--- src/rtl/button_debounce.sv ---
`default_nettype none
// ============================================================================
// Module      : button_debounce
// Description : Push-button conditioner. The raw pin is normalised so that
//               1 means pressed, passed through a 2-FF synchroniser and a
//               stable-count debounce filter, and then tracked by a press FSM.
//               The FSM emits one-cycle press, release and long-press pulses
//               and a held-level flag.
// Revision    : 1.0 - initial release
// ============================================================================
module button_debounce #(
  parameter int unsigned DEBOUNCE_CYCLES   = 50000,
  parameter int unsigned LONG_PRESS_CYCLES = 6000000,
  parameter bit          ACTIVE_LOW        = 1'b1
) (
  input  logic i_clk,
  input  logic i_reset,
  input  logic i_btn,
  output logic o_level,
  output logic o_press,
  output logic o_release,
  output logic o_long_press,
  output logic o_held
);

  localparam int CNT_W  = $clog2(DEBOUNCE_CYCLES + 1);
  localparam int HOLD_W = $clog2(LONG_PRESS_CYCLES);
  localparam logic [CNT_W-1:0]  C_CNT_LAST  = CNT_W'(DEBOUNCE_CYCLES - 1);
  localparam logic [HOLD_W-1:0] C_HOLD_LAST = HOLD_W'(LONG_PRESS_CYCLES - 1);

  typedef enum logic [1:0] {
    ST_RELEASED = 2'd0,
    ST_PRESSED  = 2'd1,
    ST_HELD     = 2'd2
  } state_t;

  logic              w_pin;
  logic              r_s1;
  logic              r_s2;
  logic [CNT_W-1:0]  r_cnt;
  logic              r_level;
  logic              w_update;
  logic              w_rise;
  logic              w_fall;

  state_t            r_state;
  state_t            w_state_next;
  logic [HOLD_W-1:0] r_hold_cnt;
  logic [HOLD_W-1:0] w_hold_next;
  logic              w_press;
  logic              w_release;
  logic              w_long;
  logic              w_held;
  logic              r_press;
  logic              r_release;
  logic              r_long;
  logic              r_held;

  // Pressed is always 1 internally, whatever the board polarity.
  assign w_pin = i_btn ^ ACTIVE_LOW;

  // Two-flop synchroniser for the asynchronous pin.
  always_ff @(posedge i_clk or posedge i_reset) begin
    if (i_reset) begin
      r_s1 <= 1'b0;
      r_s2 <= 1'b0;
    end else begin
      r_s1 <= w_pin;
      r_s2 <= r_s1;
    end
  end

  // The filter accepts a new level on the edge that completes the stable run,
  // so rise/fall are known combinationally and the FSM can register its
  // pulses on the same edge that o_level changes.
  assign w_update = (r_s2 != r_level) && (r_cnt == C_CNT_LAST);
  assign w_rise   = w_update &&  r_s2;
  assign w_fall   = w_update && !r_s2;

  // Debounce filter: any sample agreeing with the current level restarts the run.
  always_ff @(posedge i_clk or posedge i_reset) begin
    if (i_reset) begin
      r_cnt   <= '0;
      r_level <= 1'b0;
    end else if (r_s2 == r_level) begin
      r_cnt   <= '0;
    end else if (r_cnt == C_CNT_LAST) begin
      r_level <= r_s2;
      r_cnt   <= '0;
    end else begin
      r_cnt   <= r_cnt + CNT_W'(1);
    end
  end

  // Press FSM state, hold counter and registered event outputs.
  always_ff @(posedge i_clk or posedge i_reset) begin
    if (i_reset) begin
      r_state    <= ST_RELEASED;
      r_hold_cnt <= '0;
      r_press    <= 1'b0;
      r_release  <= 1'b0;
      r_long     <= 1'b0;
      r_held     <= 1'b0;
    end else begin
      r_state    <= w_state_next;
      r_hold_cnt <= w_hold_next;
      r_press    <= w_press;
      r_release  <= w_release;
      r_long     <= w_long;
      r_held     <= w_held;
    end
  end

  // Next-state and event decode; a fall beats the long-press threshold.
  always_comb begin
    w_state_next = r_state;
    w_hold_next  = r_hold_cnt;
    w_press      = 1'b0;
    w_release    = 1'b0;
    w_long       = 1'b0;
    case (r_state)
      ST_RELEASED: begin
        if (w_rise) begin
          w_state_next = ST_PRESSED;
          w_press      = 1'b1;
          w_hold_next  = '0;
        end
      end
      ST_PRESSED: begin
        if (w_fall) begin
          w_state_next = ST_RELEASED;
          w_release    = 1'b1;
        end else if (r_hold_cnt == C_HOLD_LAST) begin
          w_state_next = ST_HELD;
          w_long       = 1'b1;
        end else begin
          w_hold_next  = r_hold_cnt + HOLD_W'(1);
        end
      end
      ST_HELD: begin
        if (w_fall) begin
          w_state_next = ST_RELEASED;
          w_release    = 1'b1;
        end
      end
      default: begin
        w_state_next = ST_RELEASED;
      end
    endcase
    // Held flag follows the long-press pulse and drops with the release pulse.
    w_held = (r_state == ST_HELD) && (w_state_next == ST_HELD);
  end

  assign o_level      = r_level;
  assign o_press      = r_press;
  assign o_release    = r_release;
  assign o_long_press = r_long;
  assign o_held       = r_held;

endmodule
`default_nettype wire
--- config.mk ---
export PLATFORM = sky130hd
export DESIGN_NAME = button_debounce
export DESIGN_NICKNAME = d
export VERILOG_FILES = /design/src/rtl/button_debounce.sv
export SDC_FILE = /design/constraint.sdc
export NUM_CORES = 1
export LEC_CHECK = 0
export CORE_MARGIN = 4
export CORE_UTILIZATION = 55
export CTS_CLUSTER_DIAMETER = 80
export DETAILED_ROUTE_END_ITERATION = 10
export GPL_ROUTABILITY_DRIVEN = 0
export PLACE_DENSITY = 0.75
export SYNTH_ARGS = -nofsm -noshare
export SYNTH_HDL_FRONTEND = slang
export SYNTH_SLANG_ARGS = --single-unit
--- constraint.sdc ---
create_clock -name i_clk -period 2.2 [get_ports i_clk]
set_input_delay 0.22 -clock i_clk [delete_from_list [all_inputs] [get_ports i_clk]]
set_output_delay 0.22 -clock i_clk [all_outputs]
set_load 0.02 [all_outputs]
==> results of run 1 <==
## placed cells by master, fill, tap and decap left out, types with 3 or more instances in the layout
master and n:
a21oi_2 3, nand3_1 20, ha_1 4, xnor2_1 13, buf_6 3, o21ai_1 6
inv_1 8, buf_4 56, o21ai_0 9, or3_4 3, or3_1 7, clkbuf_8 6
a21oi_1 9, a211oi_1 5, nor2_1 39, and3_1 7, nand4_1 14, nand2b_1 3
nor3_1 3, xor2_1 8, nand2_1 17, o31ai_1 3, dfrtp_1 48, clkdlybuf4s50_1 7
## stage by stage
| step | cells | hold slack (ps) |
|---|---|---|
| after floorplan | 284 | 279.4 |
| after global placement | 381 | 333.7 |
| after detailed placement | 381 | 337.3 |
| after CTS | 393 | 343.2 |
| after global routing | 399 | 377.0 |
| final | 399 | 322.3 |
## sequential cells by signal, indices dropped and copies added (netlist names)
name and cells:
r_s2 1, o_press 1, o_release 1, r_state 2
r_cnt 16, r_s1 1, r_hold_cnt 23, o_level 1
o_long_press 1, o_held 1
## layer usage
metal,up-vias,track usage
met5,-,0
li1,1136,-
met1,1135,0.2860
met2,79,0.3336
met3,10,0.03747
met4,0,0.04626
## logic make-up after synthesis
kind of cell | share of synthesized area
XOR/XNOR | 0.07017
adder cells (fa/ha/maj) | 0.02864
buffers and inverters | 0.03246
AND/OR/NAND/NOR | 0.2897
flip-flops | 0.4582
AO/OA/AOI/OAI | 0.1208
## layout make-up
type / count / area (µm²)
Multi-Input combinational cell: 215 / 1449
Tap cell: 52 / 65.06
Fill cell: 307 / 1102
Clock buffer: 7 / 86.33
Sequential cell: 48 / 1201
Inverter: 9 / 33.78
Clock inverter: 1 / 7.507
Timing Repair Buffer: 67 / 529.3
## what timing repair did
action | CTS | global route
pin swaps | 3 | 14
cloned | 0 | 1
setup buffers | 4 | 7
endpoints found under the setup margin | 5 | 17
gates resized for setup | 1 | 30
## worst max path at each step
stage	depth (start not counted)	slack, ps	to	from
floorplan	9	10	r_hold_cnt[15]	r_cnt[0]
global placement	8	20	r_hold_cnt[9]	r_cnt[4]
detailed placement	6	-60	r_hold_cnt[11]	r_cnt[4]
CTS	8	6	r_hold_cnt[16]	r_hold_cnt[20]
global route	8	-120	r_hold_cnt[17]	r_hold_cnt[9]
finish	8	30	r_hold_cnt[17]	r_state[1]
## power by group
part | switching [mW] | internal, mW | leakage, nW
clock | 0.294 | 0.256 | 0.0445
combinational | 0.0337 | 0.0212 | 0.785
sequential | 0.00389 | 0.888 | 0.664
total | 0.332 | 1.16 | 1.49
## worst register-to-register path, stage by stage, from the launching register on
cell and delay, ps:
dfrtp_1 440, inv_1 110, ha_2 240, nand2_1 110
o21a_4 240, buf_6 130, or3_4 380, or3_1 320
a21oi_1 140
==> reports/results.ini, run 1 <==
[status]
status=finished, final reports clean

[sta]
slew_viol_final=0
tns_ps=0
rsz0062_at_grt=true
fin_ws_ps=31.90
setup_violations=0
timing.fmax_ghz=0.4612
fin_worst_skew_ps=7.504
fin_crit_ps=2168
final-hold-violation-count=0
worst_pin_slew_ps=666.6
relSlewSlack=0.5550
post-route-period-util=0.9855

[cells_and_area]
final_util=0.7536
nets=355
diodes=0
drive_gt1_frac=0.2680
final_cell_area_um2=3372
areaGrowthSynthToFinish_pct=28.64

[yosys]
ys_ff_latch=48
synth.top_cell.area_share=0.4582
synth_edf_count=0
postSynthAreaPerCell_um2=9.230
synthTopCellsByArea=dfrtp_1 46%, nor2_1 5.6%, xnor2_1 4.3%
yosysTopAreaCell=dfrtp_1
synth_most_common_cell=dfrtp_1
yosysUniqueCellTypes=45
synth_flop_cell=dfrtp_1
synth_top_cells_by_count=48 x dfrtp_1, 39 x nor2_1, 20 x nand3_1
async_flop_share=1.000
syn-num-nets=293
synth_warnings=0
syn-cell-area_um2=2621
synthCells=284
ys_seq_area_frac=0.4582

[critical_path]
crit_path_start_kind=flop
critPathMaxFanout=7
crit_buf_inv=2
worst_ep_required_time_ps=2430
worst-setup-path-type=flop to flop
critPathMaxStageDelay_ps=440
r2r-end=r_hold_cnt[17]
r2r_start=r_state[1]
crit_arrival_ps=2400
cp-end-kind=flop
path_delay_family=simple AND/OR/NAND/NOR gates
cp_slowest_cell=dfrtp_1
r2r_setup_slack_ps=30
worstPathCellList=inv_1 > ha_2 > nand2_1 > o21a_4 > buf_6 > or3_4 > or3_1 > a21oi_1
reg2reg_depth=8

[clocking]
cts.clk_slew.worst_paths_ps=90
cts.sinks=48
ctsLongestPathBuffers=2
htreeDepth=2
cts_hold_buf=0
clk_latency_ps=310
cts-root-buf=clkbuf_8
cts_tree=done
cts_buffers=5

[global_routing]
grt_pass1_vias=2178
grt_pass1_wl_um=9956
track_usage=0.2051
grt.overflow.total=0
grt_max_degree=34
antenna_found_initial=0

[power_and_ir_drop]
finalPower_mw=1.496
power.density_nw_per_um2=443.7
cellLeakagePower_nw=1.494
ir_drop_uv=318.8

[die]
die_area_um2=5934
coreArea_um2=4474
start_util=0.5859
die_w_um=77.04
io_pins=8
die_h_um=77.04
rows=24

[detailed_routing]
ant_nets=0
met3WireLength_um=312
drtIter0Drc=181
met2_length_um=2882
drc_errors=0
wl_met1_um=2807
vias=2360
routedWlPerCell_um=15.22
first_pass_iters=5
via_per_inst=5.915
wirelength_um=6071
maxUsedRoutingLayer=met4

[run]
drv_cap=0

[worst_hold_path]
hold_class=input port to asynchronous set/reset pin

[placed_design]
place_ws_ps=-62.14
buffer_ports.inserted=7
dp_hpwl_um=4155
dpl_cell_area_um2=3085

(Power assumes the default switching activity.)
==> run 2, diff against run 1 <==
--- a/config.mk
+++ b/config.mk
@@ -6,11 +6,12 @@
 export NUM_CORES = 1
 export LEC_CHECK = 0
 export CORE_MARGIN = 4
-export CORE_UTILIZATION = 55
+export CORE_UTILIZATION = 60
 export CTS_CLUSTER_DIAMETER = 80
 export DETAILED_ROUTE_END_ITERATION = 10
 export GPL_ROUTABILITY_DRIVEN = 0
-export PLACE_DENSITY = 0.75
+export PLACE_DENSITY = 0.78
+export SETUP_SLACK_MARGIN = 0.5
 export SYNTH_ARGS = -nofsm -noshare
 export SYNTH_HDL_FRONTEND = slang
 export SYNTH_SLANG_ARGS = --single-unit
==> constraint.sdc (replaced) <==
create_clock -name i_clk -period 2.75 [get_ports i_clk]
set_input_delay 0.275 -clock i_clk [delete_from_list [all_inputs] [get_ports i_clk]]
set_output_delay 0.275 -clock i_clk [all_outputs]
set_load 0.02 [all_outputs]
==> run 2 against run 1 <==
Against the previous run: flip-flop and latch count is the same; register-to-register slack gained 450 ps; worst hold slack gained 33 ps; core utilization shrank 1.1 points; global-route usage grew 2.0 points; sequential share of layout area grew 3.8 points; routed wire length shrank 4.7%; first-iteration DRC count grew 35%; critical endpoint is now r_hold_cnt[15].
==> reports/results.ini, run 2 (synthesis results as in run 1) <==
[power_and_ir_drop]
sw_frac_of_total=0.2071  ; -0.01451
power.density_nw_per_um2=409.5  ; -7.7%
p_clk_frac=0.399  ; +0.032
internal_power_uw=992.6  ; -15%
power_frac_seq=0.570  ; -0.026
cellLeakagePower_nw=1.250  ; -16%
p_sw_uw=259.2  ; -22%
share_comb_of_total_power=0.030  ; -0.007
ir_drop_uv=257.0  ; -19%

[clocking]
ctsLongestPathBuffers=2  ; unchanged
cts_buffers=5  ; unchanged
htreeDepth=2  ; unchanged
cts.sinks=48  ; unchanged
cts_hold_buf=0  ; unchanged
clk_latency_ps=300  ; about the same
cts-root-buf=clkbuf_8
cts.clk_slew.worst_paths_ps=80  ; about the same
cts_tree=done

[critical_path]
cp_slowest_cell=dfrtp_1
cp-end-kind=flop
worstPathCellList=nor4b_4 > nand4_2 > o21a_4 > buf_6 > or3_4 > or3_4 > a21oi_2
critPathMaxStageDelay_ps=440  ; about the same
worst-setup-path-type=flop to flop
r2r_start=r_cnt[7]
r2r_setup_slack_ps=480  ; +450 ps
crit_buf_inv=1  ; -1
crit_start=r_cnt[7]
path_delay_family=simple AND/OR/NAND/NOR gates
crit_top_cell=or3_4
crit_path_start_kind=flop
r2r-end=r_hold_cnt[15]
reg2reg_depth=7  ; -1
crit_arrival_ps=2500  ; +100 ps
critPathMaxFanout=5  ; -2
path_depth=7  ; -1
worst_ep_required_time_ps=2980  ; +550 ps

[cells_and_area]
nets=315  ; -11%
final_cell_mix=45 x dfrtp_1, 38 x nor2_1, 19 x nand3_1, 19 x buf_4, 16 x nand2_1
largest_reg_flops=23  ; unchanged
regMostFlops=r_hold_cnt
drive_gt1_frac=0.1824  ; -0.08560
final_common_cell=dfrtp_1
largestRegisters=r_hold_cnt x23, r_cnt x16, r_state x2
diodes=0  ; unchanged
areaGrowthSynthToFinish_pct=16.61

[detailed_routing]
wirelength_um=5785  ; -4.7%
drtIter0Drc=244  ; +35%
via_per_inst=6.275  ; +6.1%
drc_errors=0  ; unchanged
vias=2240  ; -5.1%
routedWlPerCell_um=16.20  ; +6.5%
first_pass_iters=5  ; unchanged
ant_nets=0  ; unchanged

[sta]
fin_crit_ps=2269  ; +101.1 ps
timing.fmax_ghz=0.4407  ; -4.5%
whs_ps=355.1  ; +32.81 ps
slew_viol_final=0  ; unchanged
post-route-period-util=0.8252  ; -0.1603
tns_ps=0  ; unchanged
fin_worst_skew_ps=8.066  ; +0.5620 ps
setup_violations=0  ; unchanged
final-hold-violation-count=0  ; unchanged
relSlewSlack=0.5995  ; +0.04452
rsz0062_at_grt=true
worst_pin_slew_ps=600.7  ; -65.81 ps

[worst_hold_path]
min_path_cells=0
hold_class=flop to flop
holdPathEnd=r_s2
min_from=r_s1

[global_routing]
grt_pass1_vias=2046  ; -6.1%
track_usage=0.2252  ; +0.02015
grt_max_degree=49  ; +44%
grt.overflow.total=0  ; unchanged
antenna_found_initial=0  ; unchanged
grt_pass1_wl_um=9508  ; -4.5%

[die]
coreArea_um2=4115  ; -8.0%
start_util=0.6370  ; +0.05112
die_area_um2=5490  ; -7.5%
io_pins=8  ; unchanged
rows=23  ; -4.2%
die_h_um=74.10  ; -3.8%
die_w_um=74.10  ; -3.8%

[status]
status=finished, final reports clean

[placed_design]
buffer_ports.inserted=7  ; unchanged
dp_hpwl_um=3712  ; -11%

[run]
drv_cap=0  ; unchanged

## run 2: per-layer routing
layer,share of wire,routed length [µm],vias to the layer above,GRT usage
met3,0.057,328,12,0.04730
met2,0.44,2522,83,0.3287
met4,0.021,124,0,0.08451
li1,-,-,1059,-
met5,0,0,-,0
met1,0.49,2809,1086,0.3304
## run 2: repair_timing
| action | 4_1_cts | 5_1_grt |
|---|---|---|
| gates resized for setup | 8 | 19 |
| setup endpoints to repair | 16 | 16 |
| setup buffers | 3 | 7 |
| pin swaps | 2 | 12 |
## run 2: area by class of cell
cell class / instances / area (µm²)
multi-input combinational: 215 / 1424
sequential: 48 / 1205
fill: 299 / 1059
timing repair buffer: 27 / 224.0
clock buffer: 6 / 72.57
tap: 50 / 62.56
clock inverter: 2 / 35.03
inverter: 9 / 33.78
## run 2: worst max path at each step
| stage | slack [ps] | endpoint |
|---|---|---|
| after floorplan | 560 | r_hold_cnt[15] |
| after global placement | 400 | r_hold_cnt[10] |
| after detailed placement | 310 | r_hold_cnt[11] |
| after CTS | 450 | r_hold_cnt[11] |
| after global routing | 350 | r_hold_cnt[4] |
| final | 480 | r_hold_cnt[15] |
## run 2: power groups by stage
stage,combinational (mW),clock [mW],sequential (mW)
4_1_cts,0.0355,0.508,0.714
2_1_floorplan,0.0214,0,0.728
5_1_grt,0.0434,0.537,0.715
3_5_place_dp,0.0329,0,0.729
3_3_place_gp,0.0328,0,0.728
6_report,0.0376,0.500,0.714
## run 2: metrics by stage
stage / utilization / power, mW / area [µm²] / std cells / setup WS (ps)
2_1_floorplan: - / 0.7491 / 2621 / 284 / 561.5
6_report: 0.7428 / 1.252 / 3057 / 357 / 480.8
3_5_place_dp: 0.6762 / 0.7617 / 2783 / 339 / 305.8
4_1_cts: 0.7136 / 1.258 / 2937 / 350 / 448.6
3_3_place_gp: 0.6762 / 0.7611 / 2783 / 339 / 403.8
5_1_grt: 0.7428 / 1.295 / 3057 / 357 / 354.8
## run 2: worst reg2reg max path: cells and delay by family (launching register included)
family | cells | cell delay, ps
AND/OR/NAND/NOR | 4 | 1250
flip-flops | 1 | 440
buffers and inverters | 1 | 120
AO/OA/AOI/OAI | 2 | 390
